$ cat config.mk
export PLATFORM = sky130hd
export DESIGN_NAME = uart_rx_param_flat
export DESIGN_NICKNAME = d
export VERILOG_FILES = /design/src/rtl/uart_pkg.sv /design/src/rtl/uart_rx_param_if.sv /design/src/rtl/uart_rx_sync.sv /design/src/rtl/uart_rx_param.sv /design/src/flat_wrapper.sv
export SDC_FILE = /design/constraint.sdc
export NUM_CORES = 1
export LEC_CHECK = 0
export CORE_MARGIN = 3
export CORE_UTILIZATION = 61
export DETAILED_ROUTE_END_ITERATION = 8
export PLACE_DENSITY = 0.84
export SYNTH_ARGS = -nofsm -noshare
export SYNTH_HDL_FRONTEND = slang
export SYNTH_SLANG_ARGS = --single-unit
$ cat constraint.sdc
create_clock -name clk -period 4.6 [get_ports clk]
set_input_delay 0.92 -clock clk [delete_from_list [all_inputs] [get_ports clk]]
set_output_delay 0.92 -clock clk [all_outputs]
set_load 0.005 [all_outputs]
$ cat src/rtl/uart_pkg.sv
// Shared constants, FSM encoding and helpers for the parametrised UART receiver.
package uart_pkg;

  localparam int unsigned PAR_NONE = 0;
  localparam int unsigned PAR_EVEN = 1;
  localparam int unsigned PAR_ODD  = 2;

  localparam logic [2:0] ST_IDLE      = 3'd0;
  localparam logic [2:0] ST_START     = 3'd1;
  localparam logic [2:0] ST_DATA      = 3'd2;
  localparam logic [2:0] ST_PAR       = 3'd3;
  localparam logic [2:0] ST_STOP      = 3'd4;
  localparam logic [2:0] ST_WAIT_IDLE = 3'd5;

  typedef enum logic [2:0] {
    IDLE      = ST_IDLE,
    START     = ST_START,
    DATA      = ST_DATA,
    PAR       = ST_PAR,
    STOP      = ST_STOP,
    WAIT_IDLE = ST_WAIT_IDLE
  } state_t;

  // Counter width that never collapses to zero bits.
  function automatic int unsigned clog2_min1(input int unsigned v);
    return (v <= 2) ? 1 : $clog2(v);
  endfunction

endpackage

$ cat src/rtl/uart_rx_param_if.sv
// Received-word handshake bus: the receiver drives the word and flags, the consumer drives ready.
interface uart_rx_param_if #(
  parameter int unsigned DATA_BITS = 8
);
  logic [DATA_BITS-1:0] out_data;
  logic                 out_valid;
  logic                 out_ready;
  logic                 out_perr;
  logic                 out_ferr;
  logic                 out_brk;

  modport master (output out_data, out_valid, out_perr, out_ferr, out_brk, input out_ready);
  modport slave  (input out_data, out_valid, out_perr, out_ferr, out_brk, output out_ready);
endinterface

$ cat src/rtl/uart_rx_sync.sv
// Two-flop synchroniser for the asynchronous RX pin; resets to the idle (high) level.
module uart_rx_sync (
  input  logic clk,
  input  logic reset_n,
  input  logic d,
  output logic q
);
  logic meta;

  always_ff @(posedge clk or negedge reset_n) begin
    if (!reset_n) begin
      meta <= 1'b1;
      q    <= 1'b1;
    end else begin
      meta <= d;
      q    <= meta;
    end
  end
endmodule

$ cat src/rtl/uart_rx_param.sv
// Parametrised UART receiver: start-glitch rejection, parity/framing/break checks,
// and a valid/ready holding register with a sticky overrun flag.
module uart_rx_param
  import uart_pkg::*;
#(
  parameter int unsigned CLKS_PER_BIT = 108,
  parameter int unsigned DATA_BITS    = 8,
  parameter int unsigned PARITY       = 0,
  parameter int unsigned STOP_BITS    = 1
) (
  input  logic            clk,
  input  logic            reset_n,
  input  logic            rx,
  uart_rx_param_if.master word,
  output logic            overrun,
  input  logic            clr_err,
  output logic            busy
);
  localparam int unsigned CW = clog2_min1(CLKS_PER_BIT);
  localparam int unsigned IW = clog2_min1(DATA_BITS + 1);
  localparam int unsigned H  = CLKS_PER_BIT / 2;
  localparam logic [CW-1:0] CNT_LAST  = CW'(CLKS_PER_BIT - 1);
  localparam logic [CW-1:0] CNT_HALF  = CW'(H - 1);
  localparam logic [IW-1:0] DATA_LAST = IW'(DATA_BITS - 1);
  localparam logic [IW-1:0] STOP_LAST = IW'(STOP_BITS - 1);

  logic                 rx_s;
  state_t               state, state_n;
  logic [CW-1:0]        cnt, cnt_n, cnt_step;
  logic [IW-1:0]        idx, idx_n;
  logic [DATA_BITS-1:0] shreg, shreg_n;
  logic                 par_bit, par_bit_n;
  logic                 perr_r, perr_n;
  logic                 ferr_r, ferr_n;
  logic                 sample;
  logic                 done_c;
  logic                 blocked;

  uart_rx_sync u_sync (
    .clk     (clk),
    .reset_n (reset_n),
    .d       (rx),
    .q       (rx_s)
  );

  // Next-state, counters and frame accumulation; done_c marks the last stop sample.
  always_comb begin
    state_n   = state;
    cnt_n     = cnt;
    idx_n     = idx;
    shreg_n   = shreg;
    par_bit_n = par_bit;
    perr_n    = perr_r;
    ferr_n    = ferr_r;
    done_c    = 1'b0;
    sample    = (cnt == CNT_LAST);
    cnt_step  = sample ? '0 : cnt + CW'(1);

    unique case (state)
      IDLE: begin
        cnt_n     = '0;
        idx_n     = '0;
        par_bit_n = 1'b0;
        perr_n    = 1'b0;
        ferr_n    = 1'b0;
        if (!rx_s) state_n = START;
      end
      START: begin
        if (cnt == CNT_HALF) begin
          cnt_n   = '0;
          state_n = rx_s ? IDLE : DATA;
        end else begin
          cnt_n = cnt + CW'(1);
        end
      end
      DATA: begin
        cnt_n = cnt_step;
        if (sample) begin
          shreg_n = {rx_s, shreg[DATA_BITS-1:1]};
          if (idx == DATA_LAST) begin
            idx_n   = '0;
            state_n = (PARITY != PAR_NONE) ? PAR : STOP;
          end else begin
            idx_n = idx + IW'(1);
          end
        end
      end
      PAR: begin
        cnt_n = cnt_step;
        if (sample) begin
          par_bit_n = rx_s;
          perr_n    = (^shreg) ^ rx_s ^ (PARITY == PAR_ODD);
          state_n   = STOP;
        end
      end
      STOP: begin
        cnt_n = cnt_step;
        if (sample) begin
          if (!rx_s) ferr_n = 1'b1;
          if (idx == STOP_LAST) begin
            done_c  = 1'b1;
            idx_n   = '0;
            state_n = ferr_n ? WAIT_IDLE : IDLE;
          end else begin
            idx_n = idx + IW'(1);
          end
        end
      end
      WAIT_IDLE: begin
        cnt_n = '0;
        if (rx_s) state_n = IDLE;
      end
      default: state_n = IDLE;
    endcase
  end

  always_ff @(posedge clk or negedge reset_n) begin
    if (!reset_n) begin
      state   <= IDLE;
      cnt     <= '0;
      idx     <= '0;
      shreg   <= '0;
      par_bit <= 1'b0;
      perr_r  <= 1'b0;
      ferr_r  <= 1'b0;
      busy    <= 1'b0;
    end else begin
      state   <= state_n;
      cnt     <= cnt_n;
      idx     <= idx_n;
      shreg   <= shreg_n;
      par_bit <= par_bit_n;
      perr_r  <= perr_n;
      ferr_r  <= ferr_n;
      busy    <= (state_n != IDLE);
    end
  end

  // A completed frame is dropped only if the held word is not leaving this cycle.
  assign blocked = done_c && word.out_valid && !word.out_ready;

  always_ff @(posedge clk or negedge reset_n) begin
    if (!reset_n) begin
      word.out_data  <= '0;
      word.out_valid <= 1'b0;
      word.out_perr  <= 1'b0;
      word.out_ferr  <= 1'b0;
      word.out_brk   <= 1'b0;
      overrun        <= 1'b0;
    end else begin
      if (done_c && !blocked) begin
        word.out_data  <= shreg;
        word.out_valid <= 1'b1;
        word.out_perr  <= perr_r;
        word.out_ferr  <= ferr_n;
        word.out_brk   <= ferr_n && (shreg == '0) && !par_bit;
      end else if (word.out_valid && word.out_ready) begin
        word.out_valid <= 1'b0;
      end
      if (clr_err) overrun <= 1'b0;
      if (blocked) overrun <= 1'b1;
    end
  end

endmodule

$ cat src/flat_wrapper.sv
// flat-port wrapper written by rule: the top's interface ports become plain ports
module uart_rx_param_flat import uart_pkg::*;
#(
  parameter int unsigned CLKS_PER_BIT = 108,
  parameter int unsigned DATA_BITS    = 8,
  parameter int unsigned PARITY       = 0,
  parameter int unsigned STOP_BITS    = 1
)
  (clk, reset_n, rx, overrun, clr_err, busy, word_out_data, word_out_valid, word_out_perr, word_out_ferr, word_out_brk, word_out_ready);
  uart_rx_param_if #(.DATA_BITS(DATA_BITS)) word_i ();
  input  logic clk;
  input  logic reset_n;
  input  logic rx;
  output logic overrun;
  input  logic clr_err;
  output logic busy;
  output wire logic [$bits(word_i.out_data)-1:0] word_out_data;
  output wire logic [$bits(word_i.out_valid)-1:0] word_out_valid;
  output wire logic [$bits(word_i.out_perr)-1:0] word_out_perr;
  output wire logic [$bits(word_i.out_ferr)-1:0] word_out_ferr;
  output wire logic [$bits(word_i.out_brk)-1:0] word_out_brk;
  input wire logic [$bits(word_i.out_ready)-1:0] word_out_ready;
  assign word_out_data = word_i.out_data;
  assign word_out_valid = word_i.out_valid;
  assign word_out_perr = word_i.out_perr;
  assign word_out_ferr = word_i.out_ferr;
  assign word_out_brk = word_i.out_brk;
  assign word_i.out_ready = word_out_ready;
  uart_rx_param #(.CLKS_PER_BIT(CLKS_PER_BIT), .DATA_BITS(DATA_BITS), .PARITY(PARITY), .STOP_BITS(STOP_BITS)) u_core (.clk(clk), .reset_n(reset_n), .rx(rx), .word(word_i), .overrun(overrun), .clr_err(clr_err), .busy(busy));
endmodule
# After elaboration in Yosys (flattened, before gate mapping)
# Index checks and enable logic that the tools add are counted.
[classes]
n_eq_ne = 11
add_sub_neg = 2
muxes = 35
n_reduce_logical = 24
div_mod_pow = 0
shifts = 0
order_cmp = 0
n_bitwise = 1
multipliers = 0
[op_table]
columns = ["operator", "count"]
rows = [
  ["$mux 3", 9],
  ["$pmux 7 s3", 1],
  ["$pmux 3 s6", 1],
  ["$mux 4", 4],
  ["$mux 7", 2],
  ["$mux 1", 13],
  ["$pmux 4 s3", 1],
  ["$reduce_bool 3->1", 3],
  ["$logic_not 8->1", 1],
  ["$reduce_xor 8->1", 1],
  ["$add 7x1->7 const B", 1],
  ["$eq 7x6->1 const B", 1],
  ["$eq 7x7->1 const B", 1],
  ["$eq 3x2->1 const B", 2],
  ["$eq 3x3->1 const B", 2],
  ["$logic_and 1x1->1", 6],
  ["$ne 2x1->1 const B", 3],
  ["$pmux 1 s2", 3],
  ["$reduce_bool 2->1", 3],
  ["$add 4x1->4 const B", 1],
  ["$eq 4x3->1 const B", 1],
  ["$logic_not 4->1", 1],
  ["$reduce_and 2->1", 2],
  ["$eq 3x1->1 const B", 1],
  ["7 further kinds", 9],
]
[totals]
ramBits = 0
rom_bits = 0
memories = 0
latchBits = 0
ff_bits = 41
output_inout_bits = 14

# Longest topological paths before layout
[depth]
word_depth = 9
mapped_depth = 7
depth_no_buf = 7

# Hierarchy
# From an unflattened synthesis, not the netlist that was laid out.
[unflattened]
cells_unflattened = 196
hier_area_um2 = 2192.1
[modules_own_cells]
columns = ["module", "area_each_um2", "seq_area_each_um2", "n_inst", "cells_each"]
rows = [
  ["uart_rx_param", 2139.6, 975.9, 1, 194],
  ["uart_rx_sync", 52.6, 52.6, 1, 2],
]

# Least setup slack after synthesis
# OpenSTA, ideal clock, no wires.
[synth_timing]
kind = "register to register"
from = "register u_core.cnt[0]"
to = "register u_core.shreg[7]"
setup_ps = 125
path_slack_ps = 2876
path_buffers = 0
path_stages_with_launch = 7
synth_period_minus_slack_ps = 1724
arrival_ps = 1599
required_time_ps = 4475
cell_sequence = "dfrtp_1 > ha_1 > nand2_2 > nor2_2 > nand2_1 > nor2_4 > mux2_2"
[synth_via]
elab_chain_len = 2
[synth_lines]
columns = ["element", "line", "source"]
rows = [
  ["start, declared", "uart_rx_param.sv:29", "logic [CW-1:0] cnt, cnt_n, cnt_step;"],
  ["start signal, assigned", "uart_rx_param.sv:129", "cnt <= cnt_n;"],
  ["$eq 7x7->1", "uart_rx_param.sv:56", "sample = (cnt == CNT_LAST);"],
  ["$reduce_and 2->1 (no line)", "--", ""],
  ["end signal, assigned", "uart_rx_param.sv:131", "shreg <= shreg_n;"],
  ["end, declared", "uart_rx_param.sv:31", "logic [DATA_BITS-1:0] shreg, shreg_n;"],
]
# Every way passes these cells.
# A chain may end at the register's enable or synchronous reset.

# Worst setup path in the final report
[layout_timing]
from = "register u_core.cnt[0]"
to = "register u_core.word.out_perr"
[layout_via]
elab_chain_len = 7
[layout_lines]
columns = ["element", "line", "source"]
rows = [
  ["$eq 7x7->1 (*)", "uart_rx_param.sv:56", ""],
  ["$mux 1 (*)", "uart_rx_param.sv:98", "if (sample) begin"],
  ["$mux 1 (*)", "uart_rx_param.sv:59", "unique case (state)"],
  ["$logic_and 1x1->1 (2 in a row)", "uart_rx_param.sv:140", "assign blocked = done_c && word.out_valid && !word.out_ready;"],
  ["$logic_not 1->1", "uart_rx_param.sv:151", "if (done_c && !blocked) begin"],
  ["$logic_and 1x1->1 (*)", "uart_rx_param.sv:151", ""],
  ["end signal, assigned", "uart_rx_param.sv:154", "word.out_perr <= perr_r;"],
  ["end, declared", "uart_rx_param_if.sv:12", "modport master (output out_data, out_valid, out_perr, out_ferr, out_brk, input out_ready);"],
]
# Mark *: on every way between the ends. The rest lies on a longest branch, timed or not.

==> results_dict.tcl <==
set metrics [dict create \
    grt_pass1_vias 1480 \
    yosys_warnings 0 \
    ctsHoldBuffers 0 \
    top_level_ports 19 \
    cp_data_arrival_time_ns 2.68 \
    hp-start "u_core.u_sync.meta" \
    hold_end "u_core.u_sync.q" \
    run_status "completed" \
    antenna_found_initial 0 \
    r2r_start "u_core.cnt[0]" \
    ir_drop_v 0.000221 \
    synth_area_um2 2060 \
    cts.htree.levels 2 \
    post_cts_buffers 0 \
    worstSkewPairLatency_ns 0.36 \
    yosysSeqAreaShare_pct 49.9 \
    viasPerCell 5.76 \
    finalPower_uw 625 \
    die-area_um2 4110 \
    drive_above_1_share_pct 8.85 \
    synthArstFlopShare_pct 100 \
    grt_use_met3_pct 5.98 \
    die_y_um 64.1 \
    synthesis.instances 208 \
    cts_sinks 41 \
    gr-usage-met2_pct 32.8 \
    cp.required_ns 4.85 \
    hold_violations 0 \
    path_class "reg2reg" \
    grt_overflow 0 \
    worst_slew_pin_slew_ns 0.861 \
    portBuffers 18 \
    relSlewSlack_pct 42.6 \
    post_drt_wl_per_cell_um 14.7 \
    dp_hpwl_mm 2.85 \
    grt_use_total_pct 21.2 \
    root_buffer "clkbuf_4" \
    r2r-end "u_core.word.out_perr" \
    syn_avg_cell_area_um2 9.90 \
    r2r_cells 5 \
    fin_crit_ns 2.42 \
    rsz0062_at_grt "false" \
    final_cell_mix "dfrtp_1, nand2_1, o21ai_0, inv_1, clkdlybuf4s50_1" \
    rows 20 \
    setup_violations 0 \
    drcViolationCount 0 \
    drt-total-wl_mm 3.98 \
    start_util_pct 65.8 \
    synth_flop_cell "dfrtp_1" \
    area_growth_pct 13.7 \
    power_density_nw_per_um2 267 \
    antennaDiodeCount 0 \
    grt_pass1_wl_mm 6.74 \
    cts_resized 0 \
    layout.cells.most_common "dfrtp_1" \
    routed-via-count 1555 \
    antenna_left 0 \
    busiest_layer "met2" \
    slew_viol_final 0 \
    core-area_um2 3130 \
    p_leak_uw 0.000995 \
    max_cap_violations 0 \
    clkTransAtPathRegs_ns 0.12 \
    hp-class "reg2reg" \
    drt_first_iter_violations 70 \
    nNetsFinal 238 \
    hold-path-cell-count 0 \
    cts.path.max_buffers 2 \
    dr.pass1.iters 4 \
    cts-buffers-inserted 5 \
    tritoncts "done" \
    use_met1_pct 29.0 \
    fin_crit_sh_pct 52.7 \
    ys_types 47 \
    globalplace.congestion 0.873 \
    ys_ff_latch 41 \
    finClkSkew_ns 0.0117 \
    cp_max_fo 21 \
    endpoint_kind "register" \
    synth_fp_nets 221 \
    r2r_setup_slack_ns 2.18 \
    dieWidth_um 64.1 \
    finalSetupTns_ns 0 \
    timing.fmax_ghz 0.412 \
    start_kind "register" \
    synth_edf_count 0 \
    grt_max_degree 42 \
]
kinds of logic (layout without fill, tap and decap cells):
family | count (synthesis) | count (layout) | synth area share, %
and+or+nand+nor | 71 | 71 | 19.0
AOI/OAI and AO/OA | 46 | 46 | 13.4
DFF | 41 | 41 | 49.9
buffers and inverters | 25 | 43 | 4.86
muxes | 9 | 9 | 4.50
adders and majority gates | 8 | 8 | 4.86
xor gates and xnor gates | 8 | 8 | 3.40
Yosys cell counts, types with 4 or more instances:
| master | number | area, um^2 |
|---|---|---|
| dfrtp_1 | 39 | 976 |
| nand2_1 | 27 | 101 |
| o21ai_0 | 20 | 100 |
| inv_1 | 17 | 63.8 |
| nor2_1 | 10 | 37.5 |
| ha_1 | 8 | 100 |
| a21oi_1 | 7 | 35.0 |
| mux2i_1 | 7 | 70.1 |
| buf_2 | 5 | 25.0 |
| nand4_1 | 5 | 31.3 |
| xnor2_1 | 5 | 43.8 |
| nor2b_1 | 4 | 25.0 |
through the flow:
| step | worst slack [ns] | instance area (um^2) | hold WS, ns | utilization (%) | instances |
|---|---|---|---|---|---|
| 3_3_place_gp | 1.95 | 2250 | 0.348 | 72.0 | 262 |
| 4_1_cts | 2.18 | 2340 | 0.369 | 74.9 | 270 |
| 6_report | 2.18 | 2340 | 0.367 | 74.9 | 270 |
| 3_5_place_dp | 1.90 | 2250 | 0.352 | 72.0 | 262 |
| 5_1_grt | 1.91 | 2340 | 0.373 | 74.9 | 270 |
| 2_1_floorplan | 2.88 | 2060 | 0.345 | - | 208 |
final cells by class:
| type | count | area (um^2) |
|---|---|---|
| Sequential cell | 41 | 1030 |
| Multi-Input combinational cell | 142 | 931 |
| Fill cell | 240 | 786 |
| Timing Repair Buffer | 18 | 175 |
| Inverter | 17 | 63.8 |
| Tap cell | 44 | 55.1 |
| Clock buffer | 6 | 51.3 |
| Clock inverter | 2 | 37.5 |
registers in the layout, indices dropped and copies added (netlist names), 3 cells and up:
name and count:
u_core.idx 4, u_core.word.out_data 8, u_core.state 3, u_core.shreg 8
u_core.cnt 7
power by group:
part	internal (uW)	switching, uW
combinational	4.08	8.13
clock	129	120
sequential	362	1.31
critical path: stages, from the launching register on:
cell	delay, ns
dfrtp_1	0.45
ha_1	0.23
nand2_2	0.12
nor4_2	0.37
nand4_1	0.65
mux2_2	0.50
metal layers:
layer	vias up	wire, um	share of wire, %
met3	7	174	4.4
met1	750	1820	46
met5	-	0	0
met4	0	59	1.5
li1	759	-	-
met2	39	1920	48
how the worst max path moves through the flow:
stage | cells after the start | startpoint | endpoint | slack (ns)
2_1_floorplan | 6 | u_core.cnt[0] | u_core.shreg[7] | 2.88
3_3_place_gp | 4 | word_out_ready | u_core.word.out_perr | 1.95
3_5_place_dp | 4 | word_out_ready | u_core.word.out_perr | 1.90
4_1_cts | 5 | u_core.cnt[0] | u_core.word.out_perr | 2.18
5_1_grt | 5 | u_core.cnt[0] | u_core.word.out_perr | 1.91
6_report | 5 | u_core.cnt[0] | u_core.word.out_perr | 2.18
No activity file was read; power rests on OpenSTA's default activity.
